### src/rtl/rr_mux4to1.sv
// 4-to-1 round-robin stream merger with a single registered output stage tagged by source index.
// Optional feature: define RRMUX_LAST_LOCK_EN to keep a channel's packet contiguous until its in_last beat.
module rr_mux4to1 #(
  parameter int WIDTH = 8
) (
  input  logic               clk,
  input  logic               rst,
  input  logic [3:0]         in_valid,
  input  logic [4*WIDTH-1:0] in_data,
  output logic [3:0]         in_ready,
`ifdef RRMUX_LAST_LOCK_EN
  input  logic [3:0]         in_last,
  output logic               out_last,
`endif
  output logic               out_valid,
  output logic [WIDTH-1:0]   out_data,
  output logic [1:0]         out_sel,
  input  logic               out_ready
);

  logic [1:0] last_gnt;
  logic [1:0] grant;
  logic [1:0] idx;
  logic       grant_valid;
  logic       load;
`ifdef RRMUX_LAST_LOCK_EN
  logic       locked;
`endif

  assign load = !out_valid || out_ready;

  // Scan from the farthest offset back to last_gnt+1 so the nearest requester overwrites the rest.
  always_comb begin
    grant_valid = 1'b0;
    grant       = 2'd0;
    idx         = 2'd0;
    for (int k = 3; k >= 0; k--) begin
      idx = last_gnt + 2'(k + 1);
      if (in_valid[idx]) begin
        grant_valid = 1'b1;
        grant       = idx;
      end
    end
`ifdef RRMUX_LAST_LOCK_EN
    if (locked) begin
      grant       = last_gnt;
      grant_valid = in_valid[last_gnt];
    end
`endif
  end

  always_comb begin
    in_ready = 4'b0000;
    if (!rst && load && grant_valid) begin
      in_ready[grant] = 1'b1;
    end
  end

  always_ff @(posedge clk) begin
    if (rst) begin
      out_valid <= 1'b0;
      out_data  <= '0;
      out_sel   <= 2'b00;
      last_gnt  <= 2'b11;
`ifdef RRMUX_LAST_LOCK_EN
      out_last  <= 1'b0;
      locked    <= 1'b0;
`endif
    end else if (load) begin
      if (grant_valid) begin
        out_valid <= 1'b1;
        out_data  <= in_data[int'(grant)*WIDTH +: WIDTH];
        out_sel   <= grant;
        last_gnt  <= grant;
`ifdef RRMUX_LAST_LOCK_EN
        out_last  <= in_last[grant];
        locked    <= !in_last[grant];
`endif
      end else begin
        out_valid <= 1'b0;
      end
    end
  end

endmodule

### config.mk
export PLATFORM = sky130hd
export DESIGN_NAME = rr_mux4to1
export DESIGN_NICKNAME = d
export VERILOG_FILES = /design/src/rtl/rr_mux4to1.sv
export SDC_FILE = /design/constraint.sdc
export NUM_CORES = 1
export LEC_CHECK = 0
export ABC_CLOCK_PERIOD_IN_PS = 2300
export CELL_PAD_IN_SITES_DETAIL_PLACEMENT = 1
export CELL_PAD_IN_SITES_GLOBAL_PLACEMENT = 1
export CORE_MARGIN = 1.5
export CORE_UTILIZATION = 24
export DETAILED_ROUTE_END_ITERATION = 12
export PLACE_DENSITY_LB_ADDON = 0.1
export SLEW_MARGIN = 20
export SYNTH_ARGS = -nofsm -noshare
export SYNTH_HDL_FRONTEND = slang
export SYNTH_SLANG_ARGS = --single-unit
export TNS_END_PERCENT = 30
### constraint.sdc
create_clock -name clk -period 2.3 [get_ports clk]
set_clock_uncertainty 0.2 [all_clocks]
set_input_delay 0.46 -clock clk [delete_from_list [all_inputs] [get_ports clk]]
set_output_delay 0.46 -clock clk [all_outputs]
set_load 0.05 [all_outputs]
Word-level counts from Yosys, hierarchy flattened
Index checks and enable logic that the tools add are counted.

word-level totals
  bits in registers = 13
  bits in latches = 0
  RAM bits = 0
  memory bits (read-only) = 0
  input port bits = 39
  word-level logic and storage cells = 41
  memories = 0

cells by class
  add/subtract/negate cells = 3
  $mul = 0
  div/mod/pow operators = 0
  order comparisons = 6
  equality and inequality tests = 0
  shifts and indexed selects = 1
  multiplexer cells = 20
  bitwise operators = 0
  reduce and logical (&&, ||, !) cells = 7

operator list
  kind                   count
  $shiftx A32 B6 Y8      1
  $lt A2 B3 Y1 const B   5
  $mux W1                10
  $bmux W1 S2            4
  $mux W2                4
  $add A2 B2 Y2 const B  2
  $mux W4                1
  $logic_and A1 B1 Y1    3
  $add A2 B1 Y2 const B  1
  $demux W1 S2           1
  $ge A2 B1 Y1 const B   1
  $logic_not A1 Y1       2
  $reduce_and A2 Y1      1
  $logic_or A1 B1 Y1     1

Logic depth before layout (Yosys ltp)
  depth after elaboration = 11
  mapped depth = 6
  gate-level depth less buffers = 5

Worst setup path before layout
No wires, ideal clock.

  kind = input-to-output
  start = input in_valid[1]
  end = output in_ready[1]
  arrival = 2.299 ns
  required time = 1.640 ns
  setup slack = -0.659 ns
  stages on the path = 5
  path through = nor2b_2 -> nand2_1 -> and3_1 -> buf_6 -> nor3b_1

between the ends
  cells in the longest elaborated chain, start to end = 11
  elaborated cells on any way between the ends = 23
  classes of those cells = 2 x order compare; 19 x mux; 2 x reduce/logical

RTL lines
  item                                                                RTL line  RTL
  from (decl)                                                         8         input logic [3:0] in_valid,
  $bmux W1 S2                                                         39        if (in_valid[idx]) begin
  $mux W1 (implied by the code)                                       39
  $mux W2 (4 in a row)                                                39
  $lt A2 B3 Y1 (implied by the code) or $ge A2 B1 Y1 (tied branches)  55        in_ready[grant] = 1'b1;
  $logic_and A1 B1 Y1 (implied by the code)                           55
  $mux W1 (implied by the code)                                       55
  $demux W1 S2                                                        55
  $mux W4 *                                                           54        if (!rst && load && grant_valid) begin
  to (decl)                                                           10        output logic [3:0] in_ready,

Mark *: on every way between the ends. The rest lies on a longest branch, timed or not. The select of a mux whose other input is x is not followed.

Worst setup path after layout
Ends and elaborated chain as after synthesis.

==> impl_metrics.tcl <==
set metrics [dict create \
    drcViolationCount 0 \
    crit_end "in_ready[1]" \
    grt-ovfl-total 0 \
    max_freq_mhz 437 \
    cts.sinks 13 \
    synth_area_leaders "dfxtp_1 32%, mux2i_1 9.8%, a221oi_1 8.5%" \
    r2r_end "out_data[7]" \
    max_stage_delay_ns 0.35 \
    tritoncts "yes" \
    pwr_density_cell_nw_per_um2 528 \
    cp.arrival_ns 1.63 \
    hold_class "reg2reg" \
    grt_pass1_wl_um 5020 \
    worst-path-max-fanout 4 \
    drt_iter0_markers 25 \
    critPathRequiredTime_ns 1.64 \
    finalWorstSetupSlack_ns 0.0140 \
    route.met3.wl_um 153 \
    grt_antenna_before_repair 0 \
    synth_xor_xnor_area_share 0 \
    wl_met2_um 2000 \
    h-tree-depth 1 \
    hpwl_um 2560 \
    fillCellCount 395 \
    placementRows 21 \
    yosysTopAreaCellShare 0.317 \
    syn_inst 94 \
    port-buffer-count 53 \
    syn_nets 133 \
    synth-seq-cells 13 \
    viasPerCell 5.05 \
    power.total_mw 0.916 \
    relSlewSlack 0.658 \
    synth_flop_cell "dfxtp_1" \
    finalCritPeriodShare 0.994 \
    syn-cell-area_um2 821 \
    grt_pass1_vias 1076 \
    ys_seq_area_frac 0.317 \
    synth_area_per_cell_um2 8.73 \
    setup_viol 0 \
    initial_utilization 0.248 \
    path_class "in2out" \
    areaGrowthSynthToFinish_pct 111 \
    grt_max_degree 13 \
    antenna_cells 0 \
    yosys.area_share.simple 0.192 \
    coreArea_um2 3310 \
    yosysMostFrequentCell "dfxtp_1" \
    outcome "finished clean" \
    ctsHoldBuffers 0 \
    drive_above_1_share 0.323 \
    dieArea_um2 3780 \
    timing.rr.start "last_gnt[1]" \
    io_pins 54 \
    drt_wl_total_um 3460 \
    ys_warn_count 0 \
    clockBufferDepth 2 \
    start_kind "input port" \
    synth_top_family_by_area "compound AO/OA/AOI/OAI gates" \
    async_reset_ff_frac 0 \
    synth_largest_area_cell "dfxtp_1" \
    reg2reg_slack_ns 0.37 \
    dieWidth_um 61.5 \
    crit_path_start "in_valid[1]" \
    tightestPinTransition_ns 0.512 \
    cts.reportedPaths.clkPinSlew_ns 0.09 \
    wl_per_cell_um 16.3 \
    clockRootBuffer "clkbuf_4" \
    synth_edf_count 0 \
    wl_met1_um 1260 \
    drt_first_pass_iters 2 \
    period_needed_ns 2.29 \
    gp_congestion 0.736 \
    fin_cells 213 \
    grt_use_total 0.183 \
    place_ws_ns -0.421 \
    ys_types 27 \
    num_vias 1076 \
    synthAdderAreaFrac 0 \
    critPathSlowestCell "nor4_4" \
    slew_violations 0 \
    fp.dieH_um 61.5 \
    worstPathCellList "buf_4 > buf_6 > nor4_4 > a21o_1 > a21oi_4 > nor3b_4 > buf_12" \
    hold_ws_ns 0.273 \
    power_leakage_nw 0.713 \
    maxUsedRoutingLayer "met4" \
    clk_latency_ns 0.27 \
    synth_compound_area_frac 0.349 \
    antenna_left 0 \
    hold_violations 0 \
    max_cap_violations 0 \
    vdd_drop_max_mv 0.185 \
    end_kind "primary output" \
    reg2reg_depth 7 \
    synth_common_cells "13 x dfxtp_1, 9 x and3_1, 9 x o21bai_1" \
    cts-buffers-inserted 3 \
    dpl.cell_count 203 \
    nNetsFinal 207 \
    synth.mux.area_fraction 0.0976 \
]
[metal layers]
layer  track usage  vias up
met2         0.362       29
met4        0.0669        0
met3        0.0231        4
met1         0.192      530
met5             0        -
li1              -      513
[worst max-delay path, delay by kind of cell]
| kind | cells | cell delay, ns |
|---|---|---|
| buf+inv | 3 | 0.40 |
| simple gates | 2 | 0.52 |
| compound gates | 2 | 0.25 |
[cell type report]
class | count | area (µm²) | share of cell area
Multi-Input combinational cell | 74 | 663 | 0.383
Sequential cell | 13 | 265 | 0.153
Tap cell | 46 | 57.6 | 0.0332
Inverter | 2 | 7.51 | 0.00433
Clock buffer | 4 | 26.3 | 0.0152
Timing Repair Buffer | 74 | 713 | 0.412
[state kept, by name, indices dropped and copies added (netlist names)]
| name | cells |
|---|---|
| out_data | 8 |
| last_gnt | 2 |
| out_sel | 2 |
| out_valid | 1 |
[cell usage in the layout (no fill, tap or decap), types with 2 or more instances in the layout]
master,n
nor3b_4,2
nand2_2,2
a21o_1,2
dfxtp_1,11
and3_1,8
clkbuf_4,3
nand2_1,3
a221oi_1,8
mux2i_1,8
buf_4,21
buf_2,2
buf_12,4
nor3_4,2
a211oi_1,8
nor2_1,3
nand3_4,2
o21bai_1,9
a21oi_1,3
clkdlybuf4s50_1,44
[what timing repair did]
action / CTS / global route
resized for setup: 31 / 16
setup buffers: 4 / 2
setup endpoints to repair: 5 / 4
pin swaps: 7 / 5
[power breakdown]
group / total [mW] / switching, mW / internal, mW
Sequential: 0.275 / 0.0208 / 0.254
Clock: 0.146 / 0.0792 / 0.0671
Combinational: 0.494 / 0.262 / 0.233
[worst min-delay path by stage]
| stage | start | to | slack [ns] | cells after the start |
|---|---|---|---|---|
| after global routing | out_sel[1] | out_sel[1] | 0.30 | 2 |
| after CTS | out_sel[1] | out_sel[1] | 0.28 | 2 |
| after floorplan | last_gnt[0] | last_gnt[0] | 0.31 | 2 |
| after detailed placement | out_sel[1] | out_sel[1] | 0.27 | 2 |
| after global placement | out_sel[1] | out_sel[1] | 0.25 | 2 |
| final | out_sel[1] | out_sel[1] | 0.27 | 2 |
[kinds of logic (layout without fill, tap and decap cells)]
logic type,after synthesis,in the layout
compound gates,37,37
buf+inv,7,80
mux,8,8
flops,13,13
simple gates,29,29
[per-stage QoR]
| step | util | setup TNS [ns] | area [µm²] |
|---|---|---|---|
| floorplan | - | -0.463 | 847 |
| global placement | 0.471 | -2.96 | 1560 |
| detailed placement | 0.471 | -3.75 | 1560 |
| CTS | 0.509 | 0 | 1690 |
| global route | 0.523 | -0.0948 | 1730 |
| finish | 0.523 | 0 | 1730 |
Power figures use the tool's default switching activity.
